File: config.mk
export PLATFORM = sky130hd
export DESIGN_NAME = stream_downsizer
export DESIGN_NICKNAME = d
export VERILOG_FILES = /design/src/rtl/stream_downsizer.sv
export SDC_FILE = /design/constraint.sdc
export NUM_CORES = 1
export LEC_CHECK = 0
export ABC_AREA = 1
export BUFFER_PORTS_ARGS = -buffer_cell sky130_fd_sc_hd__buf_2
export CAP_MARGIN = 5
export CELL_PAD_IN_SITES_DETAIL_PLACEMENT = 0
export CELL_PAD_IN_SITES_GLOBAL_PLACEMENT = 1
export CORE_UTILIZATION = 35
export DETAILED_ROUTE_END_ITERATION = 7
export GPL_ROUTABILITY_DRIVEN = 0
export GPL_TIMING_DRIVEN = 1
export PLACE_DENSITY_LB_ADDON = 0.08
export SYNTH_ARGS = -nofsm -noshare
export SYNTH_HDL_FRONTEND = slang
export SYNTH_SLANG_ARGS = --single-unit
File: constraint.sdc
create_clock -name clk_i -period 1.65 [get_ports clk_i]
set_input_delay 0.165 -clock clk_i [delete_from_list [all_inputs] [get_ports clk_i]]
set_output_delay 0.165 -clock clk_i [all_outputs]
set_load 0.03 [all_outputs]
File: src/rtl/stream_downsizer.sv
// Wide-to-narrow stream converter: pops one word from a non-fall-through FIFO
// and replays it as RATIO narrow beats on a valid/ready stream.
module stream_downsizer #(
    parameter int unsigned  IN_WIDTH  = 32,
    parameter int unsigned  OUT_WIDTH = 8,
    parameter logic         LSB_FIRST = 1'b1,
    localparam int unsigned RATIO     = IN_WIDTH / OUT_WIDTH,
    localparam int unsigned CNT_WIDTH = (RATIO > 1) ? $clog2(RATIO) : 1
) (
    input  logic                 clk_i,
    input  logic                 rst_ni,
    input  logic                 flush_i,
    input  logic                 fifo_empty_i,
    input  logic [IN_WIDTH-1:0]  fifo_data_i,
    output logic                 fifo_pop_o,
    output logic                 valid_o,
    input  logic                 ready_i,
    output logic [OUT_WIDTH-1:0] data_o,
    output logic                 last_o,
    output logic                 busy_o
);

    typedef enum logic {
        IDLE = 1'b0,
        SEND = 1'b1
    } state_e;

    localparam logic [CNT_WIDTH-1:0] LAST_CNT = CNT_WIDTH'(RATIO - 1);

    if ((IN_WIDTH % OUT_WIDTH) != 0 || RATIO < 1) begin : g_bad_width
        $error("stream_downsizer: IN_WIDTH must be a non-zero multiple of OUT_WIDTH");
    end

    state_e                               state_q, state_d;
    logic   [IN_WIDTH-1:0]                hold_q, hold_d;
    logic   [CNT_WIDTH-1:0]               cnt_q, cnt_d;
    logic   [RATIO-1:0][OUT_WIDTH-1:0]    slices;
    logic   [CNT_WIDTH-1:0]               beat_idx;
    logic                                 handshake;
    logic                                 is_last;

    assign slices    = hold_q;
    assign beat_idx  = LSB_FIRST ? cnt_q : (LAST_CNT - cnt_q);
    assign is_last   = (cnt_q == LAST_CNT);
    assign handshake = (state_q == SEND) & ready_i;

    assign valid_o = (state_q == SEND);
    assign busy_o  = (state_q == SEND);
    assign last_o  = (state_q == SEND) & is_last;
    assign data_o  = (state_q == SEND) ? slices[beat_idx] : '0;

    // Popping is gated by reset so a word is never taken from the FIFO only to be discarded.
    always_comb begin
        state_d    = state_q;
        hold_d     = hold_q;
        cnt_d      = cnt_q;
        fifo_pop_o = 1'b0;

        case (state_q)
            IDLE: begin
                if (!fifo_empty_i) begin
                    fifo_pop_o = 1'b1;
                    hold_d     = fifo_data_i;
                    cnt_d      = '0;
                    state_d    = SEND;
                end
            end
            SEND: begin
                if (handshake) begin
                    if (!is_last) begin
                        cnt_d = cnt_q + CNT_WIDTH'(1);
                    end else if (!fifo_empty_i) begin
                        fifo_pop_o = 1'b1;
                        hold_d     = fifo_data_i;
                        cnt_d      = '0;
                    end else begin
                        state_d = IDLE;
                    end
                end
            end
            default: state_d = IDLE;
        endcase

        if (flush_i) begin
            fifo_pop_o = 1'b0;
            hold_d     = hold_q;
            cnt_d      = '0;
            state_d    = IDLE;
        end

        if (!rst_ni) begin
            fifo_pop_o = 1'b0;
        end
    end

    always_ff @(posedge clk_i) begin
        if (!rst_ni) begin
            state_q <= IDLE;
            hold_q  <= '0;
            cnt_q   <= '0;
        end else begin
            state_q <= state_d;
            hold_q  <= hold_d;
            cnt_q   <= cnt_d;
        end
    end

endmodule
==> reports/results.txt <==
status: finished, final reports clean
Post-DRT Antenna Nets: 0
Avg Cell Area, Syn: 6.16 µm²
Worst Skew: 5.00 ps
# port buffers: 48
htree depth: 2
nature of the critical path endpoint: primary output
Period minus WS final: 1570 ps
proportion of layout cells with a drive suffix above 1: 0.195
required time worst endpoint: 1480 ps
Final Max Slew Viols: 0
Skew-Pair Late Insertion Delay: 280 ps
number of global-route vias before repair: 1472
DP HPWL: 2970 µm
# IOs: 49
CTS tree: done
Synth warnings: 0
Horiz. Die Dim: 73.0 µm
buffers and inverters on the worst path: 2
Tcrit/Tclk final: 0.952
total grt overflow: 0
post-synth top area cell: dfxtp_1
Final Hold Fails: 0
register area share after synthesis: 0.397
maximum clock rate: 637 MHz
routed length per instance: 10.5 µm
Area Growth Syn to Fin: 21.3%
GRT Total Usage: 0.173
Peak VDD IR: 344 µV
Chip Height: 73.0 µm
critical path arrival: 1410 ps
number of diodes: 0
setup violators final: 0
Die Area: 0.00534 mm²
total CTS buffers: 5
site row count: 25
Core Region: 0.00479 mm²
DR pass1 iterations: 4
final net count: 371
antenna violations before repair: 0
CTS root buf: clkbuf_8
starting density of the core: 0.369
critical path's top delay family: buffers and inverters
first-pass GRT wire length: 6860 µm
Post-synth top cells: nand2_1 (96), nor2_1 (69), inv_1 (40)
max incr delay on CP: 330 ps
DR iter-0 viols: 102
Async SR Flop Fraction: 0
CP Launch Type: flip-flop
# Max-Cap Violations: 0
most common cell in the netlist: nand2_1
PD cells: 841 mW/mm²
top-area cell type share of the netlist area: 0.397
cell area after synthesis: 0.00177 mm²
CP max-delay cell: dfxtp_2
total wire length: 4210 µm
CTS sink count: 35
Hold Buf Count CTS: 0
LEAKAGE: 1.19 nW
Layout Cells excl Fill: 401
syn nets: 325
Post-Route Setup TNS: 0 ps
Worst-path clk slew: 70 ps
WS Path Type: reg -> out
worst path cell trace: buf_4 -> nand2_1 -> nand3_1 -> a21oi_1 -> buf_2
clk buf depth: 2
worst slew pin tran: 311 ps
Seq cells post-synth: 35
Placed Cells: 392
vias post-DR: 1685
pin count of the biggest net entering global routing: 27
Mapped Cells: 287
CP max FO: 24
Worst slew margin: 0.793
HP Class: in -> reg
post-synthesis cell type count: 16
drt drc: 0
Synth area leaders: dfxtp_1 (40%), nand2_1 (20%), nor2_1 (15%)
Synth Flop Type: dfxtp_1
via-per-instance ratio: 4.20
unrepaired setup endpoints after global routing: no
number of flops mapped to enable cells by yosys: 0
-- flip-flops by register name, summed over array words and instances, names as in the netlist --
register  count
busy_o        1
beat_idx      2
hold_q       32
-- cell type report --
type | instances | area, µm²
multi-input combinational | 195 | 806
fill | 565 | 2640
inverter | 41 | 155
timing repair buffer | 55 | 315
sequential | 35 | 702
clock inverter | 1 | 5.00
tap | 67 | 83.8
clock buffer | 7 | 76.3
-- where the power goes --
part | total (mW) | leakage, nW | switching [mW] | internal (mW)
clock network | 0.588 | 0.0422 | 0.292 | 0.296
logic | 0.292 | 0.857 | 0.178 | 0.113
registers | 0.922 | 0.288 | 0.0193 | 0.903
-- cells by family (layout without fill, tap and decap cells) --
| kind of cell | after synthesis | count (layout) | share of synthesized area |
|---|---|---|---|
| AOI/OAI and AO/OA | 18 | 18 | 0.0623 |
| buffers and inverters | 57 | 104 | 0.149 |
| adders and majority gates | 1 | 1 | 0.00708 |
| DFF | 35 | 35 | 0.397 |
| and+or+nand+nor | 176 | 176 | 0.385 |
-- metrics by stage --
stage               instance area, µm²  hold slack [ps]   util  power [mW]  worst slack [ps]
finish                            2140             98.9  0.448        1.80              79.3
global route                      2140             90.0  0.448        1.92              1.91
CTS                               2120             88.8  0.443        1.84              4.22
detailed placement                2040              392  0.426        1.23               243
global placement                  2040              388  0.426        1.23               258
floorplan                         1770              300      -        1.14               117
-- layout by cell type, fill, tap and decap left out --
cell type  instances
nand4_1            1
clkbuf_8           5
clkinv_2           2
nor2_1            69
nand3_2            1
o211ai_1           8
nand2_1           95
buf_2             44
nand2_2            1
clkbuf_1           2
buf_12             1
buf_4             10
o21ai_0            1
a21oi_1            9
nand3_1            9
dfxtp_1           34
inv_1             40
dfxtp_2            1
ha_1               1
-- layer usage --
| metal | vias up | track usage | wire (µm) |
|---|---|---|---|
| li1 | 934 | - | - |
| met1 | 709 | 0.232 | 2140 |
| met2 | 40 | 0.265 | 1860 |
| met3 | 2 | 0.0552 | 198 |
| met4 | 0 | 0.0458 | 15 |
| met5 | - | 0 | 0 |
-- tightest hold or removal path: stages --
cell	delay, ps
buf_2	70
nor2_1	30
nor2_1	80
-- final timing paths --
| kind | slack [ps] | start | cells after the start | end |
|---|---|---|---|---|
| worst min register to register | 510 | hold_q[21]$_SDFFE_PN0P_ | 4 | hold_q[21]$_SDFFE_PN0P_ |
| worst min-delay path | 100 | fifo_data_i[11] | 3 | hold_q[11]$_SDFFE_PN0P_ |
| worst max register to register | 170 | beat_idx[0]$_SDFFE_PP0N_ | 9 | hold_q[8]$_SDFFE_PN0P_ |
| worst max-delay path | 80 | beat_idx[0]$_SDFFE_PP0N_ | 5 | data_o[7] |
-- repair_timing --
action,4_1_cts,5_1_grt
setup endpoints to repair,8,9
gates resized for setup,1,10
cloned,0,0
setup buffers,0,1
pin swaps,0,0
Note: power is estimated with default switching activity, not from simulation.
